===== src/rtl/mapper4510_pkg.sv =====
// Shared types and constants for the 4510 mapper hypervisor context sequencer.
// Register selects match the mapper's load_a/x/y/z ordering.
package mapper4510_pkg;

    typedef enum logic [2:0] {
        ST_IDLE,
        ST_SAVE,
        ST_LOAD,
        ST_RESTORE,
        ST_SETTLE
    } seq_state_t;

    localparam logic [1:0] REG_A = 2'd3;
    localparam logic [1:0] REG_X = 2'd2;
    localparam logic [1:0] REG_Y = 2'd1;
    localparam logic [1:0] REG_Z = 2'd0;

    localparam logic [7:0] HYP_MAP_A_DEF = 8'h00;
    localparam logic [7:0] HYP_MAP_X_DEF = 8'h00;
    localparam logic [7:0] HYP_MAP_Y_DEF = 8'h80;
    localparam logic [7:0] HYP_MAP_Z_DEF = 8'h3F;

endpackage


===== src/rtl/mapper4510_shadow_rf.sv =====
// Shadow copy of the user map-set-0 bytes, 4 x 8 bits.
// One write port, one combinational read port.
module mapper4510_shadow_rf (
    input  logic       clk,
    input  logic       reset,
    input  logic       we,
    input  logic [1:0] waddr,
    input  logic [7:0] wdata,
    input  logic [1:0] raddr,
    output logic [7:0] rdata
);

    logic [7:0] mem [4];

    // Capture a mapper byte while saving the user context
    always_ff @(posedge clk or negedge reset) begin
        if (!reset) begin
            for (int i = 0; i < 4; i++) begin
                mem[i] <= '0;
            end
        end else if (we) begin
            mem[waddr] <= wdata;
        end
    end

    assign rdata = mem[raddr];

endmodule


===== src/rtl/mapper4510_ctx_seq.sv =====
// Hypervisor context sequencer: saves/loads/restores mapper set 0
// around hypervisor traps and arbitrates direct register writes.
module mapper4510_ctx_seq
    import mapper4510_pkg::*;
#(
    parameter logic [7:0] HYP_MAP_A    = HYP_MAP_A_DEF,
    parameter logic [7:0] HYP_MAP_X    = HYP_MAP_X_DEF,
    parameter logic [7:0] HYP_MAP_Y    = HYP_MAP_Y_DEF,
    parameter logic [7:0] HYP_MAP_Z    = HYP_MAP_Z_DEF,
    parameter logic [5:0] BUSY_TIMEOUT = 6'd48
) (
    input  logic       clk,
    input  logic       reset,
    input  logic       trap_enter,
    input  logic       trap_exit,
    input  logic       hyp_wr,
    input  logic [1:0] hyp_wr_sel,
    input  logic [7:0] hyp_wr_data,
    output logic       hyp_wr_ready,
    input  logic       map_active,
    input  logic [7:0] map_reg_data,
    output logic [1:0] map_rd_sel,
    input  logic       mapper_busy,
    output logic       load_a,
    output logic       load_x,
    output logic       load_y,
    output logic       load_z,
    output logic       load_map_sel,
    output logic [7:0] load_data,
    output logic       cpu_hold,
    output logic       in_hyper,
    output logic       seq_done,
    output logic       timeout_err
);

    seq_state_t state_q, state_n;
    logic [1:0] idx_q, idx_n;
    logic [5:0] cnt_q, cnt_n;
    logic       to_hyp_q, to_hyp_n;
    logic [3:0] stb_q, stb_n;
    logic [7:0] data_q, data_n;
    logic       done_q, done_n;
    logic       hyp_q, hyp_n;
    logic       terr_q, terr_n;
    logic       hold_q, hold_n;
    logic       pen_q, pen_n;
    logic       pex_q, pex_n;

    logic       start_en;
    logic       start_ex;
    logic       sh_we;
    logic [7:0] sh_rdata;
    logic [7:0] hyp_byte;
    logic       settle_ok;
    logic       settle_to;

    mapper4510_shadow_rf u_rf (
        .clk   (clk),
        .reset (reset),
        .we    (sh_we),
        .waddr (idx_q),
        .wdata (map_reg_data),
        .raddr (idx_q),
        .rdata (sh_rdata)
    );

    // Hypervisor map byte for the register currently being walked
    always_comb begin
        hyp_byte = HYP_MAP_Z;
        unique case (1'b1)
            idx_q == REG_A: hyp_byte = HYP_MAP_A;
            idx_q == REG_X: hyp_byte = HYP_MAP_X;
            idx_q == REG_Y: hyp_byte = HYP_MAP_Y;
            default:        hyp_byte = HYP_MAP_Z;
        endcase
    end

    // Next-state, start arbitration and registered-output values
    always_comb begin
        state_n  = state_q;
        idx_n    = idx_q;
        cnt_n    = cnt_q;
        to_hyp_n = to_hyp_q;
        stb_n    = '0;
        data_n   = data_q;
        done_n   = 1'b0;
        hyp_n    = hyp_q;
        terr_n   = terr_q;
        pen_n    = pen_q | trap_enter;
        pex_n    = pex_q | trap_exit;
        sh_we    = 1'b0;
        start_en = 1'b0;
        start_ex = 1'b0;
        hyp_wr_ready = 1'b0;
        settle_ok = (cnt_q != 6'd0) & ~mapper_busy;
        settle_to = (cnt_q == BUSY_TIMEOUT - 6'd1) & ~settle_ok;

        unique case (state_q)
            ST_IDLE: begin
                if (!map_active) begin
                    start_en = pen_n & ~hyp_q;
                    start_ex = pex_n & hyp_q;
                    pen_n = 1'b0;
                    pex_n = 1'b0;
                    if (start_en) begin
                        state_n  = ST_SAVE;
                        idx_n    = REG_A;
                        to_hyp_n = 1'b1;
                        terr_n   = 1'b0;
                    end else if (start_ex) begin
                        state_n  = ST_RESTORE;
                        idx_n    = REG_A;
                        to_hyp_n = 1'b0;
                    end else if (hyp_wr) begin
                        hyp_wr_ready      = 1'b1;
                        stb_n[hyp_wr_sel] = 1'b1;
                        data_n            = hyp_wr_data;
                    end
                end
            end
            ST_SAVE: begin
                sh_we = 1'b1;
                idx_n = idx_q - 2'd1;
                if (idx_q == REG_Z) begin
                    state_n = ST_LOAD;
                end
            end
            ST_LOAD: begin
                stb_n[idx_q] = 1'b1;
                data_n       = hyp_byte;
                idx_n        = idx_q - 2'd1;
                if (idx_q == REG_Z) begin
                    state_n = ST_SETTLE;
                    cnt_n   = '0;
                end
            end
            ST_RESTORE: begin
                stb_n[idx_q] = 1'b1;
                data_n       = sh_rdata;
                idx_n        = idx_q - 2'd1;
                if (idx_q == REG_Z) begin
                    state_n = ST_SETTLE;
                    cnt_n   = '0;
                end
            end
            ST_SETTLE: begin
                cnt_n = cnt_q + 6'd1;
                if (settle_ok || settle_to) begin
                    state_n = ST_IDLE;
                    done_n  = 1'b1;
                    hyp_n   = to_hyp_q;
                    if (settle_to) begin
                        terr_n = 1'b1;
                    end
                end
            end
            default: begin
                state_n = ST_IDLE;
            end
        endcase

        hold_n = start_en | start_ex | (state_q != ST_IDLE);
    end

    // State and output registers
    always_ff @(posedge clk or negedge reset) begin
        if (!reset) begin
            state_q  <= ST_IDLE;
            idx_q    <= '0;
            cnt_q    <= '0;
            to_hyp_q <= 1'b0;
            stb_q    <= '0;
            data_q   <= '0;
            done_q   <= 1'b0;
            hyp_q    <= 1'b0;
            terr_q   <= 1'b0;
            hold_q   <= 1'b0;
            pen_q    <= 1'b0;
            pex_q    <= 1'b0;
        end else begin
            state_q  <= state_n;
            idx_q    <= idx_n;
            cnt_q    <= cnt_n;
            to_hyp_q <= to_hyp_n;
            stb_q    <= stb_n;
            data_q   <= data_n;
            done_q   <= done_n;
            hyp_q    <= hyp_n;
            terr_q   <= terr_n;
            hold_q   <= hold_n;
            pen_q    <= pen_n;
            pex_q    <= pex_n;
        end
    end

    assign map_rd_sel   = (state_q == ST_SAVE) ? idx_q : 2'd0;
    assign load_a       = stb_q[REG_A];
    assign load_x       = stb_q[REG_X];
    assign load_y       = stb_q[REG_Y];
    assign load_z       = stb_q[REG_Z];
    assign load_map_sel = 1'b0;
    assign load_data    = data_q;
    assign cpu_hold     = hold_q;
    assign in_hyper     = hyp_q;
    assign seq_done     = done_q;
    assign timeout_err  = terr_q;

endmodule


===== config.mk =====
export PLATFORM = sky130hd
export DESIGN_NAME = mapper4510_ctx_seq
export DESIGN_NICKNAME = d
export VERILOG_FILES = /design/src/rtl/mapper4510_pkg.sv /design/src/rtl/mapper4510_shadow_rf.sv /design/src/rtl/mapper4510_ctx_seq.sv
export SDC_FILE = /design/constraint.sdc
export NUM_CORES = 1
export LEC_CHECK = 0
export BUFFER_PORTS_ARGS = -buffer_cell sky130_fd_sc_hd__buf_2
export CELL_PAD_IN_SITES_DETAIL_PLACEMENT = 2
export CELL_PAD_IN_SITES_GLOBAL_PLACEMENT = 2
export CORE_MARGIN = 2
export CORE_UTILIZATION = 41
export DETAILED_ROUTE_END_ITERATION = 16
export PLACE_DENSITY_LB_ADDON = 0.05
export SLEW_MARGIN = 20
export SYNTH_ARGS = -nofsm -noshare
export SYNTH_HDL_FRONTEND = slang
export SYNTH_SLANG_ARGS = --single-unit

===== constraint.sdc =====
create_clock -name clk -period 5 [get_ports clk]
set_clock_uncertainty 0.2 [all_clocks]
set_input_delay 0.25 -clock clk [delete_from_list [all_inputs] [get_ports clk]]
set_output_delay 0.25 -clock clk [all_outputs]
set_load 0.03 [all_outputs]

==> impl_results.md <==
- Worst-Margin Slew: between 0.7 and 0.8 ns
- Peak supply drop: between 0.0003 and 0.0004 V
- Cells taking the most area after synthesis: dfrtp_1 52%, mux2_2 13%, mux4_2 6.0%, nand2_1 3.3%, ha_1 2.9%
- Dpl hpwl: 4820 um
- Drt drc: 0
- Top_reg_cell synth: dfrtp_1
- Clock slew at reported path FFs: approximately 0.070 ns
- GRT Util Overall: about a fifth
- Resized Gates After CTS: 0
- Final RePlAce weighted congestion: between 0.6 and 0.7
- Core area: approximately 7000 um^2
- DRT iter0 DRCs: 70
- Syn Inst Count: 240
- Drt total wl: between 7000 and 8000 um
- Fill cell count: 725
- Final Max Tran Viols: 0
- Pwr per Cell Area: 629 nW/um^2
- Slowest CP cell: dfrtp_1
- Avg Cell Area, Syn: roughly 12 um^2
- Synth top cells by count: 62 x dfrtp_1, 34 x mux2_2, 26 x nand2_1
- Leak: roughly 1.7 nW
- I/O Pins: 45
- Antenna Violating Nets Remaining: 0
- Multi-input logic area: around 1300 um^2
- CP Cell Sequence: nor4_4 -> o211ai_4 -> inv_2 -> buf_2
- Max Clk Rate: between 0.3 and 0.4 GHz
- Max H-tree Level: 3
- Hold Path End: load_data[6]
- Reg2Reg Depth: 6
- Power Total: 0.00233 W
- Hold WC Path Type: input port to register
- Worst r2r src: state_q[0]
- Largest net degree at the start of global routing: 63
- Cell count of the worst hold path: 3
- WS Path Type: register to output port
- Reg-to-reg setup timing slack: ~2.3 ns
- Vias in the first global route: around 2300
- Startpoint Class: register
- Crit path largest cell delay: between 0.6 and 0.7 ns
- WL/cell: 18.7 um
- Period utilization: a little over half
- Clk sinks: 62
- Via/cell ratio: about 5.2
- Crit end category: output port
- Number of buffers created by CTS: 9
- Total number of vias: about 2100
- Synth cell types: 47
- Row Count: 31
- R2R Path End: stb_q[2]
- Hold Buf Count CTS: 21
- Endpoints failing setup: 0
- Async set-reset flop share out of synthesis: 100%
- Post CTS Setup Buffer Count: 0
- First-pass GRT wire length: ~12000 um
- Yosys top cell area share: 51.9%
- Top delay family on crit path: flip-flops
- Initial antenna violation count: 0
- Reg area: 1550 um^2
- Area leader, netlist: dfrtp_1
- Final Hold Fails: 0
- Synthesis-stage register bit count: 62
- Synth warn: 0
- Seq/Total Area, Yosys: between 50 and 60%
- CTS tree: yes
- Most common cell in the netlist: dfrtp_1
- Share of layout cells above drive strength 1: 36.7%
- Grt total ovfl: 0
- Fin worst setup slack: 2.29 ns
- Longest Clk Path Bufs: 2
- Post-synthesis cell area: 2990 um^2
- DIE AREA: ~8000 um^2
- 1st-pass router iterations: 4
- Post-Place Worst Slack: roughly 2.6 ns
- ANT cells: 0
- Die Wd: 89.4 um
- Rel. slew slack: between 40% and 50%
- Net count after synthesis: approximately 270
- Crit. Startpoint: state_q[0]
- DIE HEIGHT: approximately 90 um
- WP data required: 4.55 ns
- Maximum fanout along the worst path: 23
- Fin crit period: 2.71 ns
- Worst path bufs/invs: 2
- EDFF count, synth: 0
- Root Buffer: clkbuf_8
- RSZ-0062 raised after global routing: false
- Min-Delay Startpoint: hyp_wr_data[6]
- Total negative slack: 0 ns
- Final net count: 335
- Max_cap viols: 0
- P&R area growth vs syn: 23.7%
- Hold Worst Slack: between 0.02 and 0.03 ns
- Status: finished, final reports clean
- PortBufs: between 40 and 50
- Clk_lat worst skew: ~0.35 ns
- Starting density of the core: a little over two fifths
- Critical Path AT: 2.26 ns
==> kinds of logic after synthesis <==
kind of cell | count (synthesis) | synth area share [%]
buffers and inverters | 22 | 3.77
AO/OA/AOI/OAI | 40 | 9.92
adder cells (fa/ha/maj) | 7 | 2.93
AND/OR/NAND/NOR | 61 | 10.8
XOR/XNOR | 1 | 0.293
other | 1 | 0.125
multiplexers | 46 | 20.3
flip-flops | 62 | 51.9
==> how the worst max path moves through the flow <==
| stage | endpoint | cells after the start | slack [ns] |
|---|---|---|---|
| after floorplan | u_rf.mem[24] | 6 | 3.07 |
| after global placement | hyp_wr_ready | 4 | 2.63 |
| after detailed placement | hyp_wr_ready | 4 | 2.64 |
| after CTS | hyp_wr_ready | 4 | 2.24 |
| after global routing | stb_q[2] | 6 | 2.11 |
| final | hyp_wr_ready | 4 | 2.29 |
==> where the power goes <==
| part | switching [W] | internal (W) | total [W] |
|---|---|---|---|
| clock | 0.000220 | 0.000298 | 0.000518 |
| combinational | 0.000450 | 0.000441 | 0.000891 |
| sequential | 0.000202 | 0.000715 | 0.000917 |
| total | 0.000872 | 0.00145 | 0.00233 |
==> metal layers <==
layer	up-vias	part of all wire, %	GRT usage, %
met5	-	0	0
met3	8	3.6	4.25
met1	1085	47	28.8
li1	985	-	-
met2	46	49	33.6
met4	0	0.92	6.51
==> stage by stage <==
stage	instance area, um^2	std cells	util [%]
3_5_place_dp	3260	370	45.4
2_1_floorplan	2990	240	-
5_1_grt	3700	407	51.5
3_3_place_gp	3260	370	45.4
6_report	3700	407	51.5
4_1_cts	3700	407	51.5
==> flip-flops by register name, indices dropped and copies added (netlist names) <==
| register | count |
|---|---|
| cnt_q | 6 |
| cpu_hold | 1 |
| idx_q | 2 |
| in_hyper | 1 |
| load_data | 8 |
| pen_q | 1 |
| pex_q | 1 |
| seq_done | 1 |
| state_q | 3 |
| stb_q | 4 |
| timeout_err | 1 |
| to_hyp_q | 1 |
| u_rf.mem | 32 |
==> layout by cell type (no fill, tap or decap), types with 3 or more instances in the layout <==
| master | synthesis | layout |
|---|---|---|
| nand2_1 | 26 | 26 |
| mux2_2 | 34 | 34 |
| nand3_1 | 3 | 3 |
| mux2i_1 | 3 | 3 |
| ha_1 | 7 | 7 |
| dfrtp_1 | 62 | 62 |
| buf_2 | 6 | 43 |
| inv_1 | 8 | 8 |
| nor2_1 | 10 | 10 |
| clkbuf_8 | 0 | 10 |
| mux4_2 | 8 | 8 |
| and3_1 | 7 | 7 |
| a21oi_1 | 8 | 8 |
| o21ai_1 | 3 | 3 |
| dlygate4sd3_1 | 0 | 21 |
| o221ai_1 | 6 | 6 |
| o21ai_0 | 8 | 8 |
| nor3_1 | 3 | 3 |
==> cell type report <==
class / count / share of cell area (%)
flip-flops and latches: 62 / 41.9
multi-input cells: 156 / 35.9
repair buffers: 65 / 11.7
clock buffers: 10 / 3.72
well taps: 99 / 3.35
clock inverters: 6 / 2.50
inverters: 9 / 0.913
==> worst reg2reg max path, delay by kind of cell, from the launching register on <==
kind / cells / cell delay (ns)
AO/OA/AOI/OAI: 2 / 0.33
flip-flops: 1 / 0.67
AND/OR/NAND/NOR: 2 / 0.62
buffers and inverters: 2 / 0.81
No activity file was read; power rests on OpenSTA's default activity.
